--- src/rtl/ikbd_link_buffer_pkg.sv ---
// Shared types for the ikbd link buffer: byte type, default sizes, presenter states.
package ikbd_link_buffer_pkg;

  typedef logic [7:0] byte_t;

  localparam int DEPTH_LOG2_DEFAULT  = 4;
  localparam int SYNC_STAGES_DEFAULT = 2;

  typedef enum logic {
    ST_IDLE    = 1'b0,
    ST_PRESENT = 1'b1
  } pres_state_t;

endpackage

--- src/rtl/ikbd_link_buffer_sync_byte_fifo.sv ---
// Single-clock byte FIFO with extra-MSB pointers; head is read combinationally.
module sync_byte_fifo
  import ikbd_link_buffer_pkg::*;
#(
  parameter int DEPTH_LOG2 = DEPTH_LOG2_DEFAULT
) (
  input  logic  clk,
  input  logic  reset,
  input  logic  i_push,
  input  byte_t i_din,
  input  logic  i_pop,
  output byte_t o_dout,
  output logic  o_full,
  output logic  o_empty
);

  localparam int DEPTH = 1 << DEPTH_LOG2;

  logic [DEPTH_LOG2:0] r_wptr;
  logic [DEPTH_LOG2:0] r_rptr;
  byte_t               r_mem [DEPTH];
  logic                w_push_ok;
  logic                w_pop_ok;

  assign o_empty = (r_wptr == r_rptr);
  assign o_full  = (r_wptr[DEPTH_LOG2] != r_rptr[DEPTH_LOG2]) &&
                   (r_wptr[DEPTH_LOG2-1:0] == r_rptr[DEPTH_LOG2-1:0]);

  // A pop on empty is dropped; a push on full succeeds only if a pop frees the slot.
  assign w_pop_ok  = i_pop & ~o_empty;
  assign w_push_ok = i_push & (~o_full | w_pop_ok);
  assign o_dout    = r_mem[r_rptr[DEPTH_LOG2-1:0]];

  always_ff @(posedge clk) begin
    if (reset) begin
      r_wptr <= {(DEPTH_LOG2+1){1'b0}};
      r_rptr <= {(DEPTH_LOG2+1){1'b0}};
    end else begin
      if (w_push_ok) r_wptr <= r_wptr + {{DEPTH_LOG2{1'b0}}, 1'b1};
      if (w_pop_ok)  r_rptr <= r_rptr + {{DEPTH_LOG2{1'b0}}, 1'b1};
    end
  end

  always_ff @(posedge clk) begin
    if (w_push_ok) r_mem[r_wptr[DEPTH_LOG2-1:0]] <= i_din;
  end

endmodule

--- src/rtl/ikbd_link_buffer.sv ---
// Buffers ikbd bytes between the SPI io-controller link and the ACIA, with input
// synchronisers, an RX FIFO and a TX FIFO feeding a transaction-safe presenter.
module ikbd_link_buffer
  import ikbd_link_buffer_pkg::*;
#(
  parameter int DEPTH_LOG2  = DEPTH_LOG2_DEFAULT,
  parameter int SYNC_STAGES = SYNC_STAGES_DEFAULT
) (
  input  logic       clk,
  input  logic       reset,
  input  logic       spi_ss,
  input  logic       link_strobe_in,
  input  logic [7:0] link_data_in,
  input  logic       link_strobe_out,
  output logic       link_data_out_available,
  output logic [7:0] link_data_out,
  output logic [7:0] rx_data,
  output logic       rx_valid,
  input  logic       rx_read,
  input  logic [7:0] tx_data,
  input  logic       tx_write,
  output logic       tx_full,
  output logic       rx_overrun
);

  // Synchroniser lanes packed as {spi_ss, strobe_out, strobe_in}; spi_ss idles high.
  localparam logic [2:0] SYNC_RESET = 3'b100;

  logic [2:0]  r_sync [SYNC_STAGES];
  logic [1:0]  r_prev;
  logic [2:0]  w_sync;
  logic        w_sin_edge;
  logic        w_sout_edge;
  logic        w_ss;

  logic        r_rx_push;
  byte_t       r_rx_byte;
  logic        r_rx_overrun;
  logic        w_rx_full;
  logic        w_rx_empty;

  logic        w_tx_full;
  logic        w_tx_empty;
  logic        w_tx_pop;
  byte_t       w_tx_head;

  pres_state_t r_state;
  pres_state_t w_state_next;
  logic        w_load;
  logic        r_avail;
  byte_t       r_data_out;

  always_ff @(posedge clk) begin
    if (reset) begin
      for (int i = 0; i < SYNC_STAGES; i++) r_sync[i] <= SYNC_RESET;
      r_prev <= 2'b00;
    end else begin
      r_sync[0] <= {spi_ss, link_strobe_out, link_strobe_in};
      for (int i = 1; i < SYNC_STAGES; i++) r_sync[i] <= r_sync[i-1];
      r_prev <= w_sync[1:0];
    end
  end

  assign w_sync      = r_sync[SYNC_STAGES-1];
  assign w_sin_edge  = w_sync[0] & ~r_prev[0];
  assign w_sout_edge = w_sync[1] & ~r_prev[1];
  assign w_ss        = w_sync[2];

  // Byte is captured on the edge cycle and pushed on the following one.
  always_ff @(posedge clk) begin
    if (reset) begin
      r_rx_push    <= 1'b0;
      r_rx_byte    <= 8'h00;
      r_rx_overrun <= 1'b0;
    end else begin
      r_rx_push    <= w_sin_edge;
      r_rx_byte    <= w_sin_edge ? link_data_in : r_rx_byte;
      r_rx_overrun <= r_rx_push & w_rx_full & ~rx_read;
    end
  end

  sync_byte_fifo #(.DEPTH_LOG2(DEPTH_LOG2)) u_rx_fifo (
    .clk     (clk),
    .reset   (reset),
    .i_push  (r_rx_push),
    .i_din   (r_rx_byte),
    .i_pop   (rx_read),
    .o_dout  (rx_data),
    .o_full  (w_rx_full),
    .o_empty (w_rx_empty)
  );

  assign rx_valid   = ~w_rx_empty;
  assign rx_overrun = r_rx_overrun;

  sync_byte_fifo #(.DEPTH_LOG2(DEPTH_LOG2)) u_tx_fifo (
    .clk     (clk),
    .reset   (reset),
    .i_push  (tx_write & ~w_tx_full),
    .i_din   (tx_data),
    .i_pop   (w_tx_pop),
    .o_dout  (w_tx_head),
    .o_full  (w_tx_full),
    .o_empty (w_tx_empty)
  );

  assign tx_full = w_tx_full;

  always_ff @(posedge clk) begin
    if (reset) r_state <= ST_IDLE;
    else       r_state <= w_state_next;
  end

  // Loading only while the slave select is idle keeps the pair frozen mid-transaction.
  always_comb begin
    w_state_next = r_state;
    w_tx_pop     = 1'b0;
    w_load       = 1'b0;
    case (r_state)
      ST_IDLE: begin
        if (w_ss && !w_tx_empty) begin
          w_state_next = ST_PRESENT;
          w_tx_pop     = 1'b1;
          w_load       = 1'b1;
        end else begin
          w_state_next = ST_IDLE;
        end
      end
      ST_PRESENT: begin
        if (w_sout_edge) w_state_next = ST_IDLE;
        else             w_state_next = ST_PRESENT;
      end
      default: w_state_next = ST_IDLE;
    endcase
  end

  always_ff @(posedge clk) begin
    if (reset) begin
      r_avail    <= 1'b0;
      r_data_out <= 8'h00;
    end else begin
      r_avail    <= (w_state_next == ST_PRESENT);
      r_data_out <= w_load ? w_tx_head : r_data_out;
    end
  end

  assign link_data_out_available = r_avail;
  assign link_data_out           = r_data_out;

endmodule

--- config.mk ---
export PLATFORM = sky130hd
export DESIGN_NAME = ikbd_link_buffer
export DESIGN_NICKNAME = d
export VERILOG_FILES = /design/src/rtl/ikbd_link_buffer_pkg.sv /design/src/rtl/ikbd_link_buffer_sync_byte_fifo.sv /design/src/rtl/ikbd_link_buffer.sv
export SDC_FILE = /design/constraint.sdc
export NUM_CORES = 1
export LEC_CHECK = 0
export BUFFER_PORTS_ARGS = -buffer_cell sky130_fd_sc_hd__buf_2
export CAP_MARGIN = 0
export CORE_UTILIZATION = 55
export DETAILED_ROUTE_END_ITERATION = 10
export GPL_TIMING_DRIVEN = 0
export PLACE_DENSITY = 0.69
export SETUP_SLACK_MARGIN = 0.02
export SKIP_CTS_REPAIR_TIMING = 1
export SYNTH_ARGS = -nofsm -noshare
export SYNTH_HDL_FRONTEND = slang
export SYNTH_SLANG_ARGS = --single-unit
--- constraint.sdc ---
create_clock -name clk -period 2.69 [get_ports clk]
set_input_delay 0.6725 -clock clk [delete_from_list [all_inputs] [get_ports clk]]
set_output_delay 0.6725 -clock clk [all_outputs]
set_load 0.01 [all_outputs]
======== Word level (Yosys, flattened, before mapping) ========
Memories as Yosys holds them, arrays and structs flattened. A register that Yosys moved wholly into a read port is not among the register bits.
Index checks and enable logic that the tools add are counted.
operators by class
  $add $sub $neg .......................... 4
  equality and inequality tests ........... 6
  multiplexer cells ....................... 15
  bitwise logic cells ..................... 21
  reductions and logical operators ........ 4
operator list
  operator                                                       number
  5-bit by 1-bit adder with 5-bit output, second input constant  4
  5-bit == test                                                  2
  1-bit 2-to-1 mux                                               10
  1-bit bitwise AND                                              9
  4-bit == test                                                  2
  4-bit 2-to-1 mux                                               2
  1-bit NOT                                                      8
  3-bit 2-to-1 mux                                               2
  1-bit OR                                                       4
  1-bit logical AND                                              3
  1-bit inequality test                                          2
  1-bit one-hot mux with 2 select lines                          1
  1-bit zero test                                                1
word-level totals
  flip-flop bits (word level) ............. 33
  RAM bits ................................ 262
  input port bits ......................... 23
  output and inout bits ................... 20
  memories ................................ 3
memory list
  memory           depth  width  rd ports  clocked after memory_dff  wr ports  line                                   source
  u_rx_fifo.r_mem  16     8      1         1                         1         ikbd_link_buffer_sync_byte_fifo.sv:21  byte_t r_mem [DEPTH];
  u_tx_fifo.r_mem  16     8      1         1                         1         ikbd_link_buffer_sync_byte_fifo.sv:21
  r_sync           2      3      2         0                         2         ikbd_link_buffer.sv:29                 logic [2:0] r_sync [SYNC_STAGES];

======== Logic depth before layout (Yosys ltp) ========
  depth in word-level cells ............... 10
  gate-level depth with buffers ........... 8
  depth with buffers taken out ............ 5

======== By module ========
A second synthesis with hierarchy kept.
second synthesis, totals
  cell total of the unflattened synthesis .. 627
  area total of the unflattened synthesis .. 12349.3 um2
by module, submodules not included
  module            times used  cells an instance  area an instance (um2)  sequential area each (um2)
  sync_byte_fifo    2           263                5711.7                  4124.0
  ikbd_link_buffer  1           101                925.9                   540.5

======== Worst setup path after synthesis ========
Ideal clock, no wire load.
  path type ............................... reg-to-output
  start ................................... register (tool-made name)
  end ..................................... output port rx_data[0]
  data arrival time ....................... 1.743 ns
  required time ........................... 2.017 ns
  setup slack ............................. 0.275 ns
  cell stages (with the launch flop) ...... 5
  buffers on the path ..................... 2
  path through ............................ dfxtp_1 > buf_2 > buf_2 > mux4_2 > mux4_2
RTL lines
  item           line                    source
  end, declared  ikbd_link_buffer.sv:17  output logic [7:0] rx_data,

==> results.txt <==
The non-filler instance count after layout came out at 1,032. The die covers 0.02257 mm^2. The count of nets left with antenna violations after detail routing came out at 0. The post-route cell area came out at 0.01386 mm^2. The cell class contributing the biggest share of worst-path delay is multiplexers. The synthesized netlist net count is 687.

The worst supply voltage drop on vdd is 0.5016 mV. The flip-flop and latch count after synthesis came out at 307. The share of synthesized area in the top cell type comes to 0.6360. The count of buffers from port buffering came out at 42. The portion of the post-synthesis area used by sequential elements is 0.7205. The number of global-route vias before repair came out at 6,348. Sorting the synthesized cells by area gives the leading types as sky130_fd_sc_hd__edfxtp_1, sky130_fd_sc_hd__mux4_2, sky130_fd_sc_hd__dfxtp_1, sky130_fd_sc_hd__and3_1, sky130_fd_sc_hd__nor2b_1. The wire length reported by the detailed router came out at 24,670 um. The total power divided by cell area is 782.2 mW/mm^2.

Leaving out fill and tap cells, the most frequent cells in the layout are sky130_fd_sc_hd__edfxtp_1, sky130_fd_sc_hd__mux4_2, sky130_fd_sc_hd__dfxtp_1. The checks that failed: setup timing. The tool flagged a number of max-cap violations equal to 0.

The total count of max-transition violations in the final report came to 0. The prevailing post-synth register cell is sky130_fd_sc_hd__edfxtp_1. For this design, the sink count on the clock tree is 307. The fraction of final layout cells sized beyond drive strength 1 is 0.2827. The start-to-end type of the worst setup path is flip-flop to output pin. The number of enable-type register cells in the synthesized netlist is 256. Compared with the post-synthesis result, the final layout area differs by 14.66%. In the global route stage, overall resource usage came out at 0.2263. The average size of a mapped cell came out at 18.48 um^2. Traced cell by cell, the critical path runs through buf_12 > buf_12 > mux4_2 > mux4_2 > buf_6.

The slew at the pin with the worst max-slew slack came out at 1.196 ns. The max-slew headroom at the worst pin is 0.2027. The cell leakage power came out at 4.641 nW.

The library cell used most frequently in the layout, excluding fill and tap cells, is sky130_fd_sc_hd__edfxtp_1. The total via count after detailed routing is 6,193. The number of setup violations in the final report came out at 8. Data arrives at the worst endpoint at 2.38 ns. Dividing the final minimum period by the clock period gives 1.135.

The post-layout net count is 766. The worst setup path is launched from a flip-flop. After detailed routing, the number of remaining DRC violations is 0. 0 antenna diodes ended up in the layout. The number of warnings issued by yosys came out at 0.

The min-delay analysis places its worst path in the category input port to flip-flop. The placed instances occupy a cell area of 0.01265 mm^2. The total iterations of the first detailed-routing run came out at 5. The weighted congestion reported at the end of routability-driven placement came out at 0.8492. The vertical die dimension came out at 150.2 um. The pin count of the biggest net entering global routing came out at 18. The floorplan has 53 rows. Setup repair after global routing could not meet its margin everywhere. The routed length per instance came out at 23.91 um. The post-CTS clock slew at the launch and capture registers of the worst setup and hold paths came out at 0.06 ns. The initial antenna violation count is 1. The number of fill cells came out at 1,440. Of all flip-flops after synthesis, the portion carrying an async set or reset was 0. The minimum setup slack in the final design came out at -0.3623 ns. The worst hold slack came out at 0.3079 ns. The worst setup slack after placement is -0.1165 ns.

The worst-case clock skew is 0.01215 ns. The top cell type by total area after synthesis is sky130_fd_sc_hd__edfxtp_1. The count of boundary I/O pins came out at 43. The clock period minus final worst setup slack is 3.052 ns. The clock tree from TritonCTS is built.

The buffering stage count on the worst path with inverters included came out at 3. The required time of the critical path is 2.02 ns. The core box area came out at 0.02129 mm^2. The via-per-instance ratio came out at 6.001.

The highest net fanout along the worst path is 8. The largest stage delay on the critical path is 0.57 ns. Timing would allow up to 327.6 MHz. The combined area of all synthesized cells is 0.01209 mm^2. The unique cell type count in the Yosys netlist came out at 42. The count of final hold-check violations came out at 0. The total overflow left after global routing is 0.

The first-pass GRT wire length came out at 36,940 um. The deepest clock path buffer count came out at 3. The cell with the largest stage delay on the worst path is sky130_fd_sc_hd__mux4_2. The number of placed instances, taps included is 971.

The HPWL after detailed placement came out at 16,300 um. For this run, the share of the core covered by cells in the final layout is 0.6510. Counting the buffers created by CTS gives 30. The flow ran to the end, but the final reports show violations.

Total power for the finished layout comes to 10.84 mW. The die width came out at 150.2 um. The starting density of the core came out at 0.5678. In this run, the number of DRC markers left after iteration 0 of detailed routing was 550. The tree is rooted in a sky130_fd_sc_hd__clkbuf_16. The number of instances in the synthesized netlist is 654.

CTS built an H-tree with a depth of 1. At the later pin of the worst-skew pair, clock insertion delay measures 0.55 ns. The worst setup path is captured at an output pin.

The post-route setup TNS is -2.692 ns.
-- metal layers --
layer  up-vias  global-route usage  wire [um]
met5         -                   0          0
met3        34             0.03576       1576
met4         0             0.05455        439
met1      3201              0.3492      11190
li1       2742                   -          -
met2       216              0.3403      11470
-- registers in the layout, indices dropped and copies added (netlist names), named ones only --
signal,flops
u_tx_fifo.r_rptr,5
r_prev,2
r_rx_push,1
u_rx_fifo.r_wptr,5
rx_overrun,1
r_rx_byte,8
u_rx_fifo.r_mem,128
link_data_out_available,1
u_tx_fifo.r_wptr,5
link_data_out,8
u_tx_fifo.r_mem,128
u_rx_fifo.r_rptr,5
r_sync,6
-- report_power, final --
group,internal (mW),switching [mW]
logic,0.611,0.747
clock network,2.41,1.72
registers,5.26,0.0887
total,8.28,2.56
-- synth_stat cells, drive strengths merged, types with 10 or more instances --
cell type and count:
nor3 18, nor2b 25, a211oi 18, buf 21, xnor2 14, and3 26, edfxtp 256, clkbuf 15
mux4 64, dfxtp 51, ha 10, mux2 19, mux2i 11, nor2 37
-- layout make-up --
cell class	instances	area [um^2]	area share
plain buffers	35	266.5	0.01923
well taps	275	344.1	0.02483
multi-input cells	304	3187	0.2300
flip-flops and latches	307	8710	0.6285
clock buffers	36	804.5	0.05805
repair buffers	48	345.3	0.02492
inverters	7	26.28	0.001896
clock inverters	20	175.2	0.01264
-- path summary, 6_finish.rpt --
| path | cells after the start | startpoint | to | slack, ns |
|---|---|---|---|---|
| setup / recovery | 5 | flip-flop | rx_data[6] | -0.36 |
| setup reg to reg | 6 | u_rx_fifo.r_wptr[2] | u_rx_fifo.r_mem[1][2] | 0.22 |
| hold / removal | 2 | spi_ss | r_sync[0][2] | 0.31 |
| hold reg to reg | 1 | r_prev[0] | r_rx_push | 0.43 |
-- kinds of logic (layout without fill, tap and decap cells) --
logic type | count (synthesis) | in the layout | share of synthesized area
flops | 307 | 307 | 0.7205
simple gates | 135 | 135 | 0.06035
mux | 94 | 94 | 0.1473
compound gates | 43 | 43 | 0.02743
buf+inv | 43 | 146 | 0.01812
xor+xnor | 22 | 22 | 0.01594
fa+ha+maj | 10 | 10 | 0.01035
(Power assumes the default switching activity.)
